[config.mk]
export PLATFORM = sky130hd
export DESIGN_NAME = fdiv_iter
export DESIGN_NICKNAME = d
export VERILOG_FILES = /design/src/rtl/fdiv_iter.sv
export SDC_FILE = /design/constraint.sdc
export NUM_CORES = 1
export LEC_CHECK = 0
export CORE_ASPECT_RATIO = 0.5
export CORE_MARGIN = 2
export CORE_UTILIZATION = 43
export DETAILED_ROUTE_END_ITERATION = 8
export PLACE_DENSITY_LB_ADDON = 0.12
export SKIP_CTS_REPAIR_TIMING = 1
export SYNTH_ARGS = -nofsm -noshare
export SYNTH_HDL_FRONTEND = slang
export SYNTH_SLANG_ARGS = --single-unit
[constraint.sdc]
create_clock -name clk -period 21.6 [get_ports clk]
set_input_delay 4.32 -clock clk [delete_from_list [all_inputs] [get_ports clk]]
set_output_delay 4.32 -clock clk [all_outputs]
set_load 0.01 [all_outputs]
[src/rtl/fdiv_iter.sv]
// Iterative radix-2 restoring divider producing an unrounded significand
// with guard/round/sticky, wide signed exponent and class flags for fnorm.
module fdiv_iter #(
    parameter int FW  = 23,
    parameter int EW  = 8,
    parameter int FW1 = FW + 3,
    parameter int EW1 = EW + 2
) (
    input  logic           clk,
    input  logic           rst,
    input  logic           flush,
    input  logic           in_valid,
    output logic           in_ready,
    input  logic [EW+FW:0] opA,
    input  logic [EW+FW:0] opB,
    input  logic [2:0]     rm_i,
    output logic           out_valid,
    input  logic           out_ready,
    output logic [EW1-1:0] exponentQ,
    output logic [FW1:0]   significantQ,
    output logic           signQ,
    output logic           infQ,
    output logic           nanQ,
    output logic           zeroQ,
    output logic           dzQ,
    output logic [2:0]     rmQ
);

    localparam int MW  = FW + 1;
    localparam int RW  = FW + 3;
    localparam int LZW = $clog2(MW + 1);
    localparam int CW  = $clog2(FW + 3);

    localparam logic [EW1-1:0] BIAS = EW1'((2 ** (EW - 1)) - 1);
    localparam logic [CW-1:0]  LAST = CW'(FW + 2);

    localparam logic [1:0] S_IDLE = 2'd0;
    localparam logic [1:0] S_PREP = 2'd1;
    localparam logic [1:0] S_DIV  = 2'd2;
    localparam logic [1:0] S_DONE = 2'd3;

    logic [1:0]     state;
    logic [EW+FW:0] a_q, b_q;
    logic [2:0]     rm_q;
    logic [RW-1:0]  rem;
    logic [MW-1:0]  mb;
    logic [RW-1:0]  q;
    logic [CW-1:0]  cnt;
    logic [EW1-1:0] e_q;

    function automatic logic [LZW-1:0] lzc(input logic [MW-1:0] m);
        lzc = LZW'(MW);
        for (int i = 0; i < MW; i++)
            if (m[i]) lzc = LZW'(MW - 1 - i);
    endfunction

    logic          sa, sb;
    logic [EW-1:0] ea, eb;
    logic [FW-1:0] fa, fb;
    logic          a_zf, b_zf, a_max, b_max;
    logic          a_nan, b_nan, a_inf, b_inf, a_zero, b_zero;
    logic          c_nan, c_inf, c_zero, c_dz, special;
    logic [MW-1:0] ma_raw, mb_raw, ma, mb_n;
    logic [LZW-1:0] lza, lzb;
    logic [EW1-1:0] exa, exb, exp_n;
    logic          adj;
    logic [RW-1:0] dividend;

    always_comb begin
        sa = a_q[EW+FW];
        sb = b_q[EW+FW];
        ea = a_q[EW+FW-1:FW];
        eb = b_q[EW+FW-1:FW];
        fa = a_q[FW-1:0];
        fb = b_q[FW-1:0];
        a_zf  = ~|ea;
        b_zf  = ~|eb;
        a_max = &ea;
        b_max = &eb;
        a_nan  = a_max & (|fa);
        b_nan  = b_max & (|fb);
        a_inf  = a_max & ~(|fa);
        b_inf  = b_max & ~(|fb);
        a_zero = a_zf & ~(|fa);
        b_zero = b_zf & ~(|fb);
        c_nan  = a_nan | b_nan | (a_zero & b_zero) | (a_inf & b_inf);
        c_inf  = ~c_nan & (a_inf | b_zero);
        c_zero = ~c_nan & ~c_inf & (a_zero | b_inf);
        c_dz   = ~c_nan & b_zero & ~a_inf;
        special = a_nan | b_nan | a_inf | b_inf | a_zero | b_zero;
        // subnormals: unit exponent, no hidden bit, then normalize
        ma_raw = {~a_zf, fa};
        mb_raw = {~b_zf, fb};
        lza  = lzc(ma_raw);
        lzb  = lzc(mb_raw);
        ma   = ma_raw << lza;
        mb_n = mb_raw << lzb;
        exa = {{(EW1-EW){1'b0}}, (a_zf ? EW'(1) : ea)}
            - {{(EW1-LZW){1'b0}}, lza};
        exb = {{(EW1-EW){1'b0}}, (b_zf ? EW'(1) : eb)}
            - {{(EW1-LZW){1'b0}}, lzb};
        adj = ma < mb_n;
        dividend = adj ? {1'b0, ma, 1'b0} : {2'b0, ma};
        exp_n = exa - exb + BIAS - {{(EW1-1){1'b0}}, adj};
    end

    logic          ge;
    logic [RW-1:0] rem_sub;
    logic [RW-1:0] q_nx;

    always_comb begin
        ge      = rem >= {2'b0, mb};
        rem_sub = ge ? rem - {2'b0, mb} : rem;
        q_nx    = q;
        q_nx[LAST - cnt] = ge;
    end

    assign in_ready  = (state == S_IDLE);
    assign out_valid = (state == S_DONE);

    always_ff @(posedge clk) begin
        if (rst || flush) begin
            state        <= S_IDLE;
            a_q          <= '0;
            b_q          <= '0;
            rm_q         <= '0;
            rem          <= '0;
            mb           <= '0;
            q            <= '0;
            cnt          <= '0;
            e_q          <= '0;
            exponentQ    <= '0;
            significantQ <= '0;
            signQ        <= 1'b0;
            infQ         <= 1'b0;
            nanQ         <= 1'b0;
            zeroQ        <= 1'b0;
            dzQ          <= 1'b0;
            rmQ          <= '0;
        end else begin
            unique case (state)
                S_IDLE: begin
                    if (in_valid) begin
                        a_q   <= opA;
                        b_q   <= opB;
                        rm_q  <= rm_i;
                        state <= S_PREP;
                    end
                end
                S_PREP: begin
                    if (special) begin
                        exponentQ    <= '0;
                        significantQ <= '0;
                        signQ        <= sa ^ sb;
                        infQ         <= c_inf;
                        nanQ         <= c_nan;
                        zeroQ        <= c_zero;
                        dzQ          <= c_dz;
                        rmQ          <= rm_q;
                        state        <= S_DONE;
                    end else begin
                        rem   <= dividend;
                        mb    <= mb_n;
                        e_q   <= exp_n;
                        q     <= '0;
                        cnt   <= '0;
                        state <= S_DIV;
                    end
                end
                S_DIV: begin
                    rem <= rem_sub << 1;
                    q   <= q_nx;
                    cnt <= cnt + 1'b1;
                    if (cnt == LAST) begin
                        significantQ <= {q_nx, |rem_sub};
                        exponentQ    <= e_q;
                        signQ        <= a_q[EW+FW] ^ b_q[EW+FW];
                        infQ         <= 1'b0;
                        nanQ         <= 1'b0;
                        zeroQ        <= 1'b0;
                        dzQ          <= 1'b0;
                        rmQ          <= rm_q;
                        state        <= S_DONE;
                    end
                end
                S_DONE: begin
                    if (out_ready) state <= S_IDLE;
                end
                default: state <= S_IDLE;
            endcase
        end
    end

endmodule
==> results.txt <==
The count of routing violations after the opening detailed-route iteration came out at between 1k and 1.5k. The synthesized instance count is about 2.0k. Headroom to the max-slew limit came out at 24.42%.

The via count of the routed design is about 14k. The average wire per cell in the routed design came out at about 19 µm. The post-place instance area is about 0.016 mm².

The type of the setup path with the least slack is flip-flop to flip-flop. The chip width is 263.3 µm. STA classifies the critical path endpoint as a flip-flop.

The ratio of routed vias to standard cells came out at ~5.8. The final instance area came out at around 0.017 mm². The cell chosen for the clock root is clkbuf_16. The worst setup slack after placement came out at 14.16 ns. For the worst setup path, the data arrival time is roughly 8.1 ns. The number of antenna cells inserted came out at 0. The maximum level of the CTS H-tree is 1.

In the synthesized netlist the dominant register cell turns out to be dfxtp_1. Setup violations remaining at the end of the flow were counted as 0. The global routing usage summed across all routing layers is 26.30%.

Compared with the post-synthesis result, the final layout area differs by 14.78%. The largest fanout on the critical path came out at 28. The final number of hold-violating endpoints came out at 0. The synthesized design contains just over 200 register bits. STA classifies the critical path startpoint as a flip-flop. The site row count is 47. The maximum number of pins on one net before global-route repair came out at just under 70. The first detailed-routing pass ran for 5 iterations.

The placed cell count came out at ~2.5k. The number of nets in the layout is 2198. After clock tree synthesis, the clock-pin slew on the worst setup and hold paths is 0.07 ns. The required time of the critical path is 22.04 ns. The maximum buffer depth of the clock tree is 3. The most area-hungry cell type in the Yosys netlist is dfxtp_1. The placeable core region is roughly 0.033 mm².

The cell occurring most often along the worst timing path is a21oi_1. The number of clock sinks seen by CTS came out at roughly 200. The library cell used most frequently in the layout, excluding fill and tap cells, is nand2_1. The smallest clock period supported by the final layout is computed as ~7.6 ns.

Setup repair after global routing left no endpoint under its margin. By area the synthesized netlist is led by dfxtp_1 (28%), nand2_1 (10%), a21oi_1 (9.8%). The maximum frequency from static timing analysis is 0.1314 GHz. The global route total overflow is 0.

The remaining number of nets flagged by the antenna check after routing came out at 0. The worst hold path belongs to the class flip-flop to flip-flop. The global-route wire length before repair is around 75000 µm.

The areal power density over the cells came out at just over 90 mW/mm². The Yosys step of the flow raised 0 warnings. The synthesized design contains 0 enable-type register cells.

Adding up every negative setup slack in the final design gives 0 ns. The clock insertion delay at the later pin of the skew report came out at around 0.54 ns. The final RePlAce weighted congestion is 0.9760. The number of max-slew violations in the final report came out at 0. The reported leakage power came out at roughly 6.2 nW.

For this run, the register share of the synthesized area comes to approximately 28%. The die is around 130 µm tall. Setup slack closes at about 14 ns. The TritonCTS buffer count came out at 22. The number of global-route vias before repair came out at between 10k and 15k. The synthesized design devotes to its leading area cell type around 28% of total area. The flow ran to the end, and the final reports show no timing, DRC or antenna violations. Cells with a size suffix above 1 make up approximately 5.5% of the layout.

The detailed-route wire length came out at between 40000 and 50000 µm. TritonCTS built the clock tree. Of all flip-flops after synthesis, the portion carrying an async set or reset was 0%.

The final cycle utilization of the critical path came out at about a third. The net count of the mapped netlist is 2170. The worst-case clock skew came out at 0.01318 ns. The post-synth design cell area is between 0.01 and 0.015 mm². The initial standard-cell utilization of the core came out at a little over two fifths.

The largest incremental delay on the critical path is between 0.6 and 0.7 ns. Averaged over all synthesized cells, the footprint is ~7.2 µm². In the layout the commonest cells are nand2_1 (393), a21oi_1 (283), dfxtp_1 (205). The number of distinct library cell variants in the gate-level netlist after synthesis came out at 79. The count of cells in the finished layout, fillers not included, comes to roughly 2.5k. The tool flagged a number of max-cap violations equal to 0. The number of antenna violations at the first check in global routing was 0. VDD sags by at most between 0.05 and 0.06 mV. The sum of net half-perimeters after detailed placement is about 35000 µm.

The quantity of I/O buffers inserted on ports came out at between 100 and 150. For this run, design rule violations remaining after detail routing come to 0. For the pin with the worst max-slew slack, the measured transition is around 1.1 ns. The cell with the largest stage delay on the worst path is or4_1. The area of the die came out at 0.03518 mm². The boundary pin count is around 120.
[kinds of logic after synthesis]
family / after synthesis / share of synthesized area (%)
other: 1 / 0.02595
XOR/XNOR: 43 / 2.606
AND/OR/NAND/NOR: 779 / 24.02
adder cells (fa/ha/maj): 86 / 7.602
flip-flops: 205 / 28.40
buffers and inverters: 210 / 5.637
AO/OA/AOI/OAI: 611 / 26.02
multiplexers: 77 / 5.689
[registers in the layout, summed over array words and instances, names as in the netlist, 2 cells and up]
register,flops
a_q,32
b_q,32
cnt,5
e_q,10
exponentQ,10
mb,24
q,26
rem,26
rmQ,3
rm_q,3
significantQ,27
state,2
[worst paths after layout]
| check | startpoint | endpoint | slack (ns) | depth (start not counted) |
|---|---|---|---|---|
| worst max register to register | b_q[26]$_SDFFE_PP0P_ | e_q[9]$_SDFFE_PP0P_ | 13.99 | 33 |
| worst min register to register | nanQ$_SDFFE_PP0P_ | nanQ$_SDFFE_PP0P_ | 0.45 | 2 |
| worst max-delay path | b_q[26]$_SDFFE_PP0P_ | e_q[9]$_SDFFE_PP0P_ | 13.99 | 33 |
| worst min-delay path | nanQ$_SDFFE_PP0P_ | nanQ$_SDFFE_PP0P_ | 0.45 | 2 |
[critical path: cells and delay by family (launching register included)]
kind / cells / cell delay, ns
simple gates: 6 / 1.65
xor+xnor: 1 / 0.08
flops: 1 / 0.35
mux: 3 / 0.90
buf+inv: 3 / 0.42
fa+ha+maj: 5 / 1.45
compound gates: 15 / 2.68
[cells in the mapped netlist, drive strengths merged (18+ instances only)]
cell    number
dfxtp      205
nor2       123
inv         74
mux2i       54
clkbuf     110
and2        20
xnor2       27
nor3        41
buf         24
a311oi      30
a21oi      284
mux2        21
nand4       18
o211ai      21
a211oi      24
ha          83
o21ai       98
a21o        24
nand3       83
nand2      394
[stage by stage]
stage,utilization (%),power (mW),hold slack [ns]
after floorplan,-,0.9330,0.4316
after global placement,47.88,1.127,0.4382
after detailed placement,47.88,1.123,0.4437
after CTS,50.19,1.530,0.4521
after global routing,50.19,1.634,0.4641
final,50.19,1.538,0.4507
[cell type report]
| class | count | area (µm²) |
|---|---|---|
| fillers | 3343 | 16460 |
| multi-input cells | 1597 | 9553 |
| flip-flops and latches | 205 | 4104 |
| repair buffers | 138 | 1331 |
| clock buffers | 30 | 640.6 |
| well taps | 441 | 551.8 |
| inverters | 76 | 285.3 |
| clock inverters | 9 | 120.1 |
[power by group]
| part | switching, mW | leakage (nW) | internal [mW] |
|---|---|---|---|
| combinational | 0.452 | 4.18 | 0.285 |
| clock | 0.169 | 0.366 | 0.233 |
| sequential | 0.0123 | 1.66 | 0.387 |
[metal layers]
layer | part of all wire, % | up-vias | global-route usage (%)
met1 | 51 | 6706 | 41.03
li1 | - | 7212 | -
met3 | 7.7 | 58 | 5.545
met4 | 2.1 | 0 | 5.778
met2 | 39 | 494 | 36.18
met5 | 0 | - | 0
Note: power is estimated with default switching activity, not from simulation.
